File: src/rtl/sevenseg_pkg.sv
// rtl/sevenseg_pkg.sv - seven-segment bit positions, hex decode and scan states
package sevenseg_pkg;

  localparam int SEG_A  = 0;
  localparam int SEG_B  = 1;
  localparam int SEG_C  = 2;
  localparam int SEG_D  = 3;
  localparam int SEG_E  = 4;
  localparam int SEG_F  = 5;
  localparam int SEG_G  = 6;
  localparam int SEG_DP = 7;

  typedef enum logic [1:0] {
    ST_OFF   = 2'd0,
    ST_BLANK = 2'd1,
    ST_SHOW  = 2'd2
  } scan_state_t;

  // Returns {g,f,e,d,c,b,a}, active-high.
  function automatic logic [6:0] hex_to_seg(input logic [3:0] v);
    logic [6:0] s;
    case (v)
      4'h0:    s = 7'h3F;
      4'h1:    s = 7'h06;
      4'h2:    s = 7'h5B;
      4'h3:    s = 7'h4F;
      4'h4:    s = 7'h66;
      4'h5:    s = 7'h6D;
      4'h6:    s = 7'h7D;
      4'h7:    s = 7'h07;
      4'h8:    s = 7'h7F;
      4'h9:    s = 7'h6F;
      4'hA:    s = 7'h77;
      4'hB:    s = 7'h7C;
      4'hC:    s = 7'h39;
      4'hD:    s = 7'h5E;
      4'hE:    s = 7'h79;
      default: s = 7'h71;
    endcase
    return s;
  endfunction

endpackage

File: src/rtl/sync_2ff.sv
// rtl/sync_2ff.sv - two-flop synchroniser for a single asynchronous level
module sync_2ff (
  input  logic clk,
  input  logic rst,
  input  logic d,
  output logic q
);

  logic meta;

  always_ff @(posedge clk or posedge rst) begin
    if (rst) begin
      meta <= 1'b0;
      q    <= 1'b0;
    end else begin
      meta <= d;
      q    <= meta;
    end
  end

endmodule

File: src/rtl/driver_sevenseg_mux.sv
// rtl/driver_sevenseg_mux.sv - multiplexed seven-segment scanner with blanking gap,
// blink, blank mask, leading-zero suppression and shadowed data load
module driver_sevenseg_mux
  import sevenseg_pkg::*;
#(
  parameter int DIGITS         = 4,
  parameter int SHOW_TICKS     = 4,
  parameter int BLINK_TICKS    = 250,
  parameter int SEG_ACTIVE_LOW = 0,
  parameter int AN_ACTIVE_LOW  = 0
) (
  input  logic                  aclk,
  input  logic                  areset,
  input  logic                  tick,
  input  logic                  en,
  input  logic                  load,
  input  logic [4*DIGITS-1:0]   data,
  input  logic [DIGITS-1:0]     dots,
  input  logic [DIGITS-1:0]     blank,
  input  logic [DIGITS-1:0]     blink,
  input  logic                  lzs,
  output logic [7:0]            seg,
  output logic [DIGITS-1:0]     an,
  output logic                  frame_done
);

  localparam int IDX_W = (DIGITS > 1) ? $clog2(DIGITS) : 1;
  localparam int SC_W  = $clog2(SHOW_TICKS + 1);
  localparam int BC_W  = $clog2(BLINK_TICKS + 1);

  localparam logic [IDX_W-1:0]  LAST_IDX = IDX_W'(DIGITS - 1);
  localparam logic [7:0]        SEG_OFF  = (SEG_ACTIVE_LOW != 0) ? 8'hFF : 8'h00;
  localparam logic [DIGITS-1:0] AN_OFF   = (AN_ACTIVE_LOW != 0) ? '1 : '0;

  logic                en_s;
  logic [4*DIGITS-1:0] sh_data;
  logic [DIGITS-1:0]   sh_dots;
  logic [DIGITS-1:0]   sh_blank;
  logic [DIGITS-1:0]   sh_blink;

  scan_state_t         state;
  logic [IDX_W-1:0]    idx;
  logic [SC_W-1:0]     show_cnt;
  logic [BC_W-1:0]     blink_cnt;
  logic                blink_phase;

  sync_2ff u_en_sync (
    .clk (aclk),
    .rst (areset),
    .d   (en),
    .q   (en_s)
  );

  always_ff @(posedge aclk or posedge areset) begin
    if (areset) begin
      sh_data  <= '0;
      sh_dots  <= '0;
      sh_blank <= '0;
      sh_blink <= '0;
    end else if (load) begin
      sh_data  <= data;
      sh_dots  <= dots;
      sh_blank <= blank;
      sh_blink <= blink;
    end
  end

  // Losing en_s overrides any tick seen in the same cycle.
  always_ff @(posedge aclk or posedge areset) begin
    if (areset) begin
      state      <= ST_OFF;
      idx        <= '0;
      show_cnt   <= '0;
      frame_done <= 1'b0;
    end else if (!en_s) begin
      state      <= ST_OFF;
      idx        <= '0;
      show_cnt   <= '0;
      frame_done <= 1'b0;
    end else begin
      frame_done <= 1'b0;
      case (state)
        ST_OFF: begin
          state <= ST_BLANK;
          idx   <= '0;
        end
        ST_BLANK: begin
          if (tick) state <= ST_SHOW;
        end
        ST_SHOW: begin
          if (tick) begin
            if (show_cnt == SC_W'(SHOW_TICKS - 1)) begin
              show_cnt <= '0;
              state    <= ST_BLANK;
              if (idx == LAST_IDX) begin
                idx        <= '0;
                frame_done <= 1'b1;
              end else begin
                idx <= idx + IDX_W'(1);
              end
            end else begin
              show_cnt <= show_cnt + SC_W'(1);
            end
          end
        end
        default: state <= ST_OFF;
      endcase
    end
  end

  // Blink timebase holds across enable drops so the rhythm is not restarted.
  always_ff @(posedge aclk or posedge areset) begin
    if (areset) begin
      blink_cnt   <= '0;
      blink_phase <= 1'b0;
    end else if (en_s && tick) begin
      if (blink_cnt == BC_W'(BLINK_TICKS - 1)) begin
        blink_cnt   <= '0;
        blink_phase <= ~blink_phase;
      end else begin
        blink_cnt <= blink_cnt + BC_W'(1);
      end
    end
  end

  logic [DIGITS-1:0] upper_zero;
  logic              zero_run;
  logic [3:0]        cur_nib;
  logic              dark;
  logic [7:0]        seg_log;
  logic [DIGITS-1:0] an_log;

  always_comb begin
    upper_zero = '0;
    zero_run   = 1'b1;
    for (int i = DIGITS - 1; i >= 0; i--) begin
      zero_run      = zero_run && (sh_data[4*i +: 4] == 4'd0);
      upper_zero[i] = zero_run;
    end
  end

  always_comb begin
    cur_nib = sh_data[4*int'(idx) +: 4];
    dark    = sh_blank[idx]
            || (sh_blink[idx] && blink_phase)
            || (lzs && (idx != '0) && upper_zero[idx]);
    seg_log = '0;
    an_log  = '0;
    if (en_s && state == ST_SHOW) begin
      for (int i = 0; i < DIGITS; i++) begin
        an_log[i] = (int'(idx) == i);
      end
      if (!dark) begin
        seg_log[SEG_G:SEG_A] = hex_to_seg(cur_nib);
        seg_log[SEG_DP]      = sh_dots[idx];
      end
    end
  end

  // Polarity is applied before the flop so the pins come straight from registers.
  always_ff @(posedge aclk or posedge areset) begin
    if (areset) begin
      seg <= SEG_OFF;
      an  <= AN_OFF;
    end else begin
      seg <= seg_log ^ SEG_OFF;
      an  <= an_log ^ AN_OFF;
    end
  end

endmodule

File: config.mk
export PLATFORM = sky130hd
export DESIGN_NAME = driver_sevenseg_mux
export DESIGN_NICKNAME = d
export VERILOG_FILES = /design/src/rtl/sevenseg_pkg.sv /design/src/rtl/sync_2ff.sv /design/src/rtl/driver_sevenseg_mux.sv
export SDC_FILE = /design/constraint.sdc
export NUM_CORES = 1
export LEC_CHECK = 0
export BUFFER_PORTS_ARGS = -buffer_cell sky130_fd_sc_hd__buf_2
export CAP_MARGIN = 20
export CORE_MARGIN = 1
export CORE_UTILIZATION = 55
export CTS_BUF_LIST = sky130_fd_sc_hd__clkbuf_2 sky130_fd_sc_hd__clkbuf_4 sky130_fd_sc_hd__clkbuf_8
export DETAILED_ROUTE_END_ITERATION = 6
export PLACE_DENSITY = 0.78
export SETUP_SLACK_MARGIN = 0.02
export SLEW_MARGIN = 20
export SYNTH_ARGS = -nofsm -noshare
export SYNTH_HDL_FRONTEND = slang
export SYNTH_SLANG_ARGS = --single-unit
export TNS_END_PERCENT = 20
File: constraint.sdc
create_clock -name aclk -period 5.55 [get_ports aclk]
set_input_delay 0.555 -clock aclk [delete_from_list [all_inputs] [get_ports aclk]]
set_output_delay 0.555 -clock aclk [all_outputs]
set_load 0.005 [all_outputs]
==> results.json, run 1 <==
{
  "status": "complete, no violations",
  "synthCells": 246,
  "relSlewSlack": 0.4118,
  "hold_viol": 0,
  "first_pass_iters": 4,
  "fin_nets": 338,
  "start_kind": "flop",
  "rsz0062_at_grt": "no",
  "die_area_sq_um": 5561,
  "ys_seq_area_frac": 0.5097,
  "regArea_sq_um": 1476,
  "cp_data_arrival_time_ns": 2.81,
  "clock_latency_ns": 0.34,
  "start_util": 0.5708,
  "num_rows": 26,
  "ir_drop_mv": 0.2057,
  "path_clk_slew_ns": 0.07,
  "viasPerCell": 5.621,
  "yosys-top-cells-area": "dfrtp_1, mux2_2, ha_1",
  "p_comb_frac": 0.124,
  "p_sw_w": 0.0002888,
  "htree_levels": 3,
  "drv_slew": 0,
  "die_h_um": 74.57,
  "postCtsResizedCells": 0,
  "synth_cell_types": 42,
  "fin_crit_sh": 0.4635,
  "worst_pin_slew_ns": 0.8578,
  "cts_made_buffers": 9,
  "critPathKind": "reg2reg",
  "track_usage": 0.2157,
  "dieWidth_um": 74.57,
  "wl_per_cell_um": 14.44,
  "grt_pass1_vias": 1992,
  "p_clk_frac": 0.440,
  "area_growth_pct": 18.75,
  "wl_um": 5301,
  "cap_violations": 0,
  "cts_setup_buffers": 0,
  "leakage_nw": 1.593,
  "pin_count": 47,
  "fillers": 395,
  "cts.sinks": 59,
  "whs_ns": 0.3240,
  "cp.required_ns": 5.79,
  "gp_congestion": 0.8013,
  "setup_violations": 0,
  "hold_buffers": 0,
  "coreArea_sq_um": 5075,
  "power_density_nw_per_um2": 346.9,
  "cts-root-buf": "clkbuf_8",
  "yosys_warnings": 0,
  "drc": 0,
  "hp-class": "in2reg",
  "dp_hpwl_um": 3723,
  "synth_top_cell_area_share": 0.5097,
  "final_antenna_net_count": 0,
  "yosys.area.top_type": "dfrtp_1",
  "drt_iter0_markers": 125,
  "p_int_w": 0.0009044,
  "grt_max_degree": 60,
  "path_max_fanout": 21,
  "grt_pass1_wl_um": 8887,
  "portBuffers": 46,
  "grt_antenna_before_repair": 0,
  "fin_crit_ns": 2.573,
  "synth_nets": 292,
  "synthesis.area_sq_um": 2897,
  "final.setup.tns_ns": 0,
  "cts_buffer_depth": 2,
  "synth_seq_cells": 59,
  "overflow": 0,
  "max_freq_mhz": 388.7,
  "diodes": 0,
  "cts_tree": "yes",
  "finClkSkew_ns": 0.01360,
  "p_seq_frac": 0.436,
  "critPathCaptureType": "flop",
  "p_sw_frac": 0.2420,
  "vias": 2063,
  "multi_input_area_sq_um": 1334,
  "drive_gt1_frac": 0.3535,
  "syn_avg_cell_area_sq_um": 11.77
}
==> kinds of logic after synthesis <==
logic type / after synthesis / share of synthesized area
mux: 37 / 0.1620
simple gates: 69 / 0.1197
fa+ha+maj: 12 / 0.05183
compound gates: 40 / 0.09978
buf+inv: 20 / 0.02980
flops: 59 / 0.5097
xor+xnor: 9 / 0.02722
==> Yosys cell counts, drive strengths merged <==
master,count
a211o,1
a211oi,6
a21boi,2
a21oi,10
a221o,1
a221oi,2
a311oi,3
a31oi,2
and2,2
and3,5
buf,5
clkbuf,7
dfrtp,59
ha,12
inv,8
mux2,29
mux2i,3
mux4,5
nand2,20
nand3,7
nand3b,2
nor2,14
nor2b,6
nor3,4
nor3b,2
nor4,6
o211ai,2
o21ai,7
o22ai,1
o31a,1
o31ai,2
or2,1
xnor2,3
xor2,6
==> metrics by stage <==
step | total power (W) | worst slack [ns] | area, sq um | cells | util
floorplan | 0.0006303 | 3.539 | 2897 | 246 | -
global placement | 0.0006671 | 3.140 | 3166 | 351 | 0.6238
detailed placement | 0.0006749 | 3.010 | 3166 | 351 | 0.6238
CTS | 0.001199 | 2.992 | 3440 | 367 | 0.6778
global route | 0.001245 | 2.748 | 3440 | 367 | 0.6778
finish | 0.001193 | 2.977 | 3440 | 367 | 0.6778
==> layer usage <==
| metal | up-vias | share of wire | track usage |
|---|---|---|---|
| met5 | - | 0 | 0 |
| met4 | 0 | 0.015 | 0.1069 |
| met3 | 11 | 0.054 | 0.06911 |
| met2 | 66 | 0.47 | 0.3173 |
| met1 | 1008 | 0.46 | 0.2893 |
| li1 | 978 | - | - |
==> power by group through the flow <==
| stage | clock network, W | logic [W] | registers [W] |
|---|---|---|---|
| after global placement | 0 | 0.000142 | 0.000525 |
| after floorplan | 0 | 0.000117 | 0.000513 |
| after CTS | 0.000531 | 0.000149 | 0.000519 |
| final | 0.000525 | 0.000148 | 0.000520 |
| after global routing | 0.000552 | 0.000167 | 0.000526 |
| after detailed placement | 0 | 0.000147 | 0.000527 |
==> sequential cells by signal, summed over array words and instances (netlist names) <==
signal / flops
blink_cnt: 8
sh_blink: 4
sh_data: 16
u_en_sync.q: 1
sh_blank: 4
blink_phase: 1
show_cnt: 3
state: 2
sh_dots: 4
seg: 8
u_en_sync.meta: 1
idx: 2
an: 4
frame_done: 1
==> final cells by class <==
type,count,share of cell area
clock inverters,6,0.03965
repair buffers,47,0.06912
flip-flops and latches,59,0.4292
well taps,70,0.02546
inverters,8,0.008730
multi-input cells,167,0.3878
clock buffers,10,0.04001
==> final timing paths <==
path | startpoint | slack, ns | cells after the start | end
setup / recovery | idx[0] | 2.98 | 4 | seg[5]
hold / removal | en | 0.32 | 1 | u_en_sync.meta
setup reg to reg | idx[0] | 2.98 | 4 | seg[5]
hold reg to reg | u_en_sync.meta | 0.35 | 0 | u_en_sync.q
max in group asynchronous | areset | 4.66 | 3 | seg[0]
min in group asynchronous | areset | 0.41 | 3 | sh_blink[2]
==> layout by cell type (no fill, tap or decap), types with 2 or more instances in the layout <==
cell type | synthesis | layout
o31ai_1 | 2 | 2
and2_1 | 2 | 2
bufinv_16 | 0 | 4
inv_1 | 7 | 6
a221oi_2 | 2 | 2
nand2_1 | 19 | 19
mux2i_1 | 3 | 3
xnor2_1 | 3 | 3
a21boi_0 | 2 | 2
a311oi_1 | 2 | 2
nand3b_1 | 2 | 2
mux4_2 | 5 | 5
a211oi_1 | 5 | 5
nor2_1 | 14 | 14
inv_2 | 1 | 2
nor2b_1 | 6 | 6
xor2_1 | 6 | 6
clkbuf_8 | 0 | 10
mux2_2 | 29 | 29
o21ai_0 | 6 | 6
dfrtp_1 | 59 | 59
o211ai_1 | 2 | 2
a31oi_1 | 2 | 2
ha_1 | 12 | 12
and3_1 | 5 | 5
nor4_1 | 5 | 5
nor3b_1 | 2 | 2
nor3_1 | 4 | 4
a21oi_1 | 10 | 10
nand3_1 | 7 | 7
buf_2 | 3 | 46
==> worst max-delay path, cell delays in order (launching register included) <==
cell,delay (ns)
dfrtp_1,0.87
mux2_2,0.42
mux2i_1,0.68
nor2_1,0.20
a221oi_2,0.32
Power figures use the tool's default switching activity.
==> run 2: changes to the inputs <==
--- a/config.mk
+++ b/config.mk
@@ -8,10 +8,10 @@
 export BUFFER_PORTS_ARGS = -buffer_cell sky130_fd_sc_hd__buf_2
 export CAP_MARGIN = 20
 export CORE_MARGIN = 1
-export CORE_UTILIZATION = 55
+export CORE_UTILIZATION = 53
 export CTS_BUF_LIST = sky130_fd_sc_hd__clkbuf_2 sky130_fd_sc_hd__clkbuf_4 sky130_fd_sc_hd__clkbuf_8
 export DETAILED_ROUTE_END_ITERATION = 6
-export PLACE_DENSITY = 0.78
+export PLACE_DENSITY = 0.79
 export SETUP_SLACK_MARGIN = 0.02
 export SLEW_MARGIN = 20
 export SYNTH_ARGS = -nofsm -noshare
==> constraint.sdc (replaced) <==
create_clock -name aclk -period 2.1 [get_ports aclk]
set_input_delay 0.21 -clock aclk [delete_from_list [all_inputs] [get_ports aclk]]
set_output_delay 0.21 -clock aclk [all_outputs]
set_load 0.005 [all_outputs]
==> run 2 against run 1 <==
  * Critical path depth increased by 1
  * Via count is 0.78% higher
  * Worst setup slack got worse by 2.9 ns
  * Wire length up 3.8%
  * Power grew 140%
  * Hold slack worse by 0.23 ns
  * Sequential share of layout area fell by 0.34 points
  * Global-route usage up 0.43 points
  * Fmax is 30% higher
  * Register-to-register slack worse by 2.9 ns
  * Largest cell class unchanged
==> results.json, run 2 (synthesis gave the netlist of run 1 again) <==
{
  "path_max_fanout": 11,
  "postCtsResizedCells": 0,
  "num_rows": 26,
  "area_growth_pct": 19.70,
  "track_usage": 0.2201,
  "drc": 0,
  "coreArea_sq_um": 5172,
  "dp_hpwl_um": 4003,
  "cts-root-buf": "clkbuf_8",
  "start_kind": "flop",
  "r2r-start": "idx[0]",
  "timing.critical_path.buf_inv": 1,
  "top_regs": "sh_data: 16 flops, blink_cnt: 8 flops, seg: 8 flops",
  "gp_congestion": 0.8416,
  "portBuffers": 46,
  "regMostFlops": "sh_data",
  "dieWidth_um": 75.93,
  "clock_latency_ns": 0.34,
  "final_antenna_net_count": 0,
  "finClkSkew_ns": 0.01216,
  "finalPower_w": 0.002823,
  "cts_buffer_depth": 2,
  "whs_endpoint": "sh_data[15]",
  "final.setup.tns_ns": 0,
  "power_density_nw_per_um2": 814.3,
  "die_area_sq_um": 5765,
  "grt_antenna_before_repair": 0,
  "hold_start": "data[15]",
  "largest_register_ffs": 16,
  "cts_made_buffers": 9,
  "final_common_cell": "dfrtp_1",
  "wl_per_cell_um": 14.59,
  "die_h_um": 75.93,
  "final_cell_mix": "dfrtp_1, buf_2, mux2_2",
  "fin_crit_ns": 1.975,
  "reg2reg_depth": 5,
  "overflow": 0,
  "critPathCaptureType": "flop",
  "pin_count": 47,
  "grt_pass1_vias": 2157,
  "cts.sinks": 59,
  "status": "complete, no violations",
  "first_pass_iters": 4,
  "cp_slowest_cell": "mux4_2",
  "max_stage_delay_ns": 0.53,
  "grt_max_degree": 34,
  "relSlewSlack": 0.5966,
  "cts_tree": "yes",
  "rsz0062_at_grt": "no",
  "wl_um": 5501,
  "cp_data_arrival_time_ns": 2.21,
  "path_clk_slew_ns": 0.06,
  "path_cells": "buf_4 -> mux4_2 -> a211oi_2 -> nand2_2 -> a311oi_2",
  "fin_nets": 349,
  "drv_slew": 0,
  "fin_crit_sh": 0.9403,
  "critPathTopFamily": "multiplexers",
  "cap_violations": 0,
  "leakage_nw": 1.627,
  "diodes": 0,
  "cp.required_ns": 2.34,
  "hold_depth": 3,
  "setup_violations": 0,
  "drt_iter0_markers": 127,
  "drive_gt1_frac": 0.3681,
  "htree_levels": 3,
  "ir_drop_mv": 0.5993,
  "hp-class": "in2reg",
  "regToRegSetupSlack_ns": 0.13,
  "viasPerCell": 5.515,
  "grt_pass1_wl_um": 9729,
  "vias": 2079,
  "max_freq_mhz": 506.4,
  "critPathKind": "reg2reg",
  "r2r-end": "seg[2]",
  "hold_viol": 0,
  "worst_pin_slew_ns": 0.6051,
  "start_util": 0.5600
}
-- run 2: timing repair --
action | CTS | global route
buffers inserted | 0 | 0
hold buffers | 2 | 0
hold endpoints to repair | 27 | 0
-- run 2: area by class of cell --
type                            count  area (sq um)
Sequential cell                    59          1476
Fill cell                         387          1705
Clock inverter                      2         35.03
Timing Repair Buffer               58         337.8
Inverter                            8         30.03
Multi-Input combinational cell    167          1334
Tap cell                           70         87.58
Clock buffer                       13         166.4
-- run 2: per-layer routing --
| metal | wire (um) | global-route usage |
|---|---|---|
| met5 | 0 | 0 |
| met1 | 2552 | 0.2862 |
| met3 | 278 | 0.04458 |
| met4 | 191 | 0.1519 |
| met2 | 2478 | 0.3327 |
-- run 2: stage by stage --
stage          instances  area (sq um)  hold slack, ns  worst slack [ns]    util
3_5_place_dp         360          3246          0.2982            0.1198  0.6275
6_report             377          3467         0.09303            0.1254  0.6703
3_3_place_gp         360          3246          0.2969            0.1687  0.6275
2_1_floorplan        246          2897          0.2414            0.1250       -
4_1_cts              377          3467         0.08100           0.09871  0.6703
5_1_grt              377          3467         0.09353           0.02116  0.6703
-- run 2: worst max-delay path by stage --
stage	depth (start not counted)	start	slack, ns	endpoint
floorplan	5	idx[1]	0.13	seg[0]
global placement	5	idx[0]	0.17	seg[2]
detailed placement	5	idx[0]	0.12	seg[2]
CTS	5	idx[0]	0.1	seg[2]
global route	5	idx[0]	0.02	seg[2]
finish	5	idx[0]	0.13	seg[2]
-- run 2: power breakdown --
part	leakage, nW	internal, W	switching [W]
Clock	0.106	0.000631	0.000409
Combinational	0.776	0.000208	0.000206
Sequential	0.744	0.00125	0.000116
Total	1.63	0.00209	0.000730
-- run 2: worst reg2reg max path: stages (launching register included) --
cell and delay [ns]:
dfrtp_1 0.43, buf_4 0.23, mux4_2 0.53, a211oi_2 0.26, nand2_2 0.17, a311oi_2 0.26
==> run 3: changes to the inputs <==
--- a/config.mk
+++ b/config.mk
@@ -5,13 +5,14 @@
 export SDC_FILE = /design/constraint.sdc
 export NUM_CORES = 1
 export LEC_CHECK = 0
+export ABC_AREA = 1
 export BUFFER_PORTS_ARGS = -buffer_cell sky130_fd_sc_hd__buf_2
 export CAP_MARGIN = 20
 export CORE_MARGIN = 1
 export CORE_UTILIZATION = 53
 export CTS_BUF_LIST = sky130_fd_sc_hd__clkbuf_2 sky130_fd_sc_hd__clkbuf_4 sky130_fd_sc_hd__clkbuf_8
 export DETAILED_ROUTE_END_ITERATION = 6
-export PLACE_DENSITY = 0.79
+export PLACE_DENSITY = 0.78
 export SETUP_SLACK_MARGIN = 0.02
 export SLEW_MARGIN = 20
 export SYNTH_ARGS = -nofsm -noshare
==> run 3 against run 2 <==
  * Sequential share of layout area shrank 0.84 points
  * Fmax grew 7.7%
  * Via count grew 14%
  * Worst setup slack gained 0.14 ns
  * Clock skew shrank 0.0036 ns
  * Sequential power is essentially flat
  * Largest power group unchanged
  * Highest routed layer unchanged
==> results.json, run 3 <==
{
  "status": "complete, no violations",
  "critPathKind": "reg2reg",
  "final.setup.tns_ns": 0,
  "drive_gt1_frac": 0.2396,
  "synthFlopType": "dfrtp_1",
  "yosys.area.top_type": "dfrtp_1",
  "die_area_sq_um": 5992,
  "path_max_fanout": 9,
  "cts_made_buffers": 9,
  "coreArea_sq_um": 5507,
  "synth_top_cell_area_share": 0.4898,
  "syn_avg_cell_area_sq_um": 8.612,
  "cap_violations": 0,
  "postCtsResizedCells": 0,
  "synthesis.area_sq_um": 3014,
  "cts-root-buf": "clkbuf_8",
  "setup_violations": 0,
  "die_h_um": 77.41,
  "cts_setup_buffers": 0,
  "finClkSkew_ns": 0.008532,
  "path_clk_slew_ns": 0.07,
  "hp-class": "in2reg",
  "start_kind": "flop",
  "pin_count": 47,
  "grt_max_degree": 60,
  "r2r-start": "idx[0]",
  "cts_tree": "yes",
  "power_density_nw_per_um2": 855.6,
  "largest_register_ffs": 16,
  "regMostFlops": "sh_data",
  "worst_pin_slew_ns": 0.6630,
  "dp_hpwl_um": 4182,
  "gp_congestion": 0.8318,
  "critPathCaptureType": "flop",
  "dieWidth_um": 77.41,
  "wl_per_cell_um": 11.99,
  "ir_drop_mv": 0.5852,
  "htree_levels": 3,
  "synth_edf_count": 0,
  "hold_depth": 3,
  "regToRegSetupSlack_ns": 0.27,
  "fin_crit_ns": 1.834,
  "grt_antenna_before_repair": 0,
  "num_rows": 27,
  "ys_seq_area_frac": 0.4898,
  "dp_cells": 463,
  "reg2reg_depth": 9,
  "overflow": 0,
  "first_pass_iters": 5,
  "drv_slew": 0,
  "multi_input_area_sq_um": 1289,
  "synthCells": 350,
  "cp_slowest_cell": "dfrtp_1",
  "hold_buffers": 2,
  "final_cells": 481,
  "crit_path_start": "idx[0]",
  "vias": 2368,
  "yosys-top-cells-area": "dfrtp_1, nand2_1, inv_1",
  "fin_crit_sh": 0.8733,
  "grt_pass1_wl_um": 10340,
  "final_antenna_net_count": 0,
  "max_freq_mhz": 545.3,
  "clock_latency_ns": 0.34,
  "max_stage_delay_ns": 0.45,
  "fin_nets": 450,
  "track_usage": 0.2230,
  "wl_um": 5769,
  "leakage_nw": 1.880,
  "regArea_sq_um": 1476,
  "synth_async_sr_flop_share": 1.000,
  "fillers": 465,
  "hold_start": "blink[3]",
  "path_cells": "inv_1 -> buf_4 -> ha_1 -> nor2_1 -> nand3_1 -> a21oi_1 -> nand2_1 -> nand3_4 -> nor2_1",
  "drt_iter0_markers": 104,
  "fin_util": 0.6424,
  "cp.required_ns": 2.33,
  "relSlewSlack": 0.5580,
  "synth_common_cells": "nand2_1, dfrtp_1, inv_1",
  "synth_cell_types": 33,
  "final_cell_mix": "nand2_1, dfrtp_1, buf_2",
  "cts_buffer_depth": 2,
  "rsz0062_at_grt": "no",
  "r2r-end": "seg[0]",
  "cp_data_arrival_time_ns": 2.06,
  "top_regs": "sh_data: 16 flops, blink_cnt: 8 flops, seg: 8 flops",
  "whs_endpoint": "sh_blink[3]",
  "diodes": 0,
  "start_util": 0.5474,
  "viasPerCell": 4.923,
  "drc": 0,
  "grt_pass1_vias": 2312,
  "hold_viol": 0,
  "yosys_warnings": 0,
  "cts.sinks": 59,
  "cp_common_cell": "nor2_1",
  "synth_most_common_cell": "nand2_1",
  "portBuffers": 46,
  "area_growth_pct": 17.35,
  "synth_seq_cells": 59,
  "final_common_cell": "nand2_1",
  "synth_nets": 396
}
-- run 3: per-stage QoR --
stage	hold slack, ns	setup WS, ns	instance area (sq um)	total power [W]
after floorplan	0.2414	0.4337	3014	0.001869
after global placement	0.2914	0.3442	3319	0.001995
after detailed placement	0.2965	0.2805	3319	0.002024
after CTS	0.07045	0.2583	3537	0.003052
after global routing	0.07456	0.07529	3537	0.003235
final	0.07663	0.2661	3537	0.003026
-- run 3: power breakdown --
| part | internal [W] | total [W] | switching, W |
|---|---|---|---|
| clock | 0.000586 | 0.00102 | 0.000433 |
| combinational | 0.000253 | 0.000626 | 0.000373 |
| sequential | 0.00127 | 0.00138 | 0.000107 |
-- run 3: worst max-delay path: cells and delay by family (launching register included) --
kind	cells	cell delay [ns]
AO/OA/AOI/OAI	1	0.16
AND/OR/NAND/NOR	5	0.51
adder cells (fa/ha/maj)	1	0.21
buffers and inverters	2	0.37
flip-flops	1	0.45
-- run 3: worst max-delay path by stage --
stage          endpoint  slack (ns)  cells after the start
2_1_floorplan     an[0]        0.43                      1
3_3_place_gp     seg[3]        0.34                      9
3_5_place_dp     seg[0]        0.28                      9
4_1_cts          seg[0]        0.26                      9
5_1_grt          seg[3]        0.08                     11
6_report         seg[0]        0.27                      9
-- run 3: cell families (layout without fill, tap and decap cells) --
logic type / after synthesis / after routing / share of synthesized area
simple gates: 167 / 167 / 0.2536
flops: 59 / 59 / 0.4898
buf+inv: 58 / 117 / 0.08260
compound gates: 38 / 38 / 0.06683
mux: 13 / 13 / 0.04857
fa+ha+maj: 12 / 12 / 0.04981
xor+xnor: 3 / 3 / 0.008719
-- run 3: cell type report --
class / count / area share
Sequential cell: 59 / 0.4174
Inverter: 48 / 0.05200
Clock buffer: 11 / 0.04103
Clock inverter: 5 / 0.01486
Multi-Input combinational cell: 233 / 0.3643
Timing Repair Buffer: 53 / 0.08490
Tap cell: 72 / 0.02547
-- run 3: per-layer routing --
| layer | global-route usage | part of all wire |
|---|---|---|
| met1 | 0.2844 | 0.48 |
| met2 | 0.3513 | 0.45 |
| met4 | 0.08868 | 0.021 |
| met3 | 0.07176 | 0.043 |
| met5 | 0 | 0 |
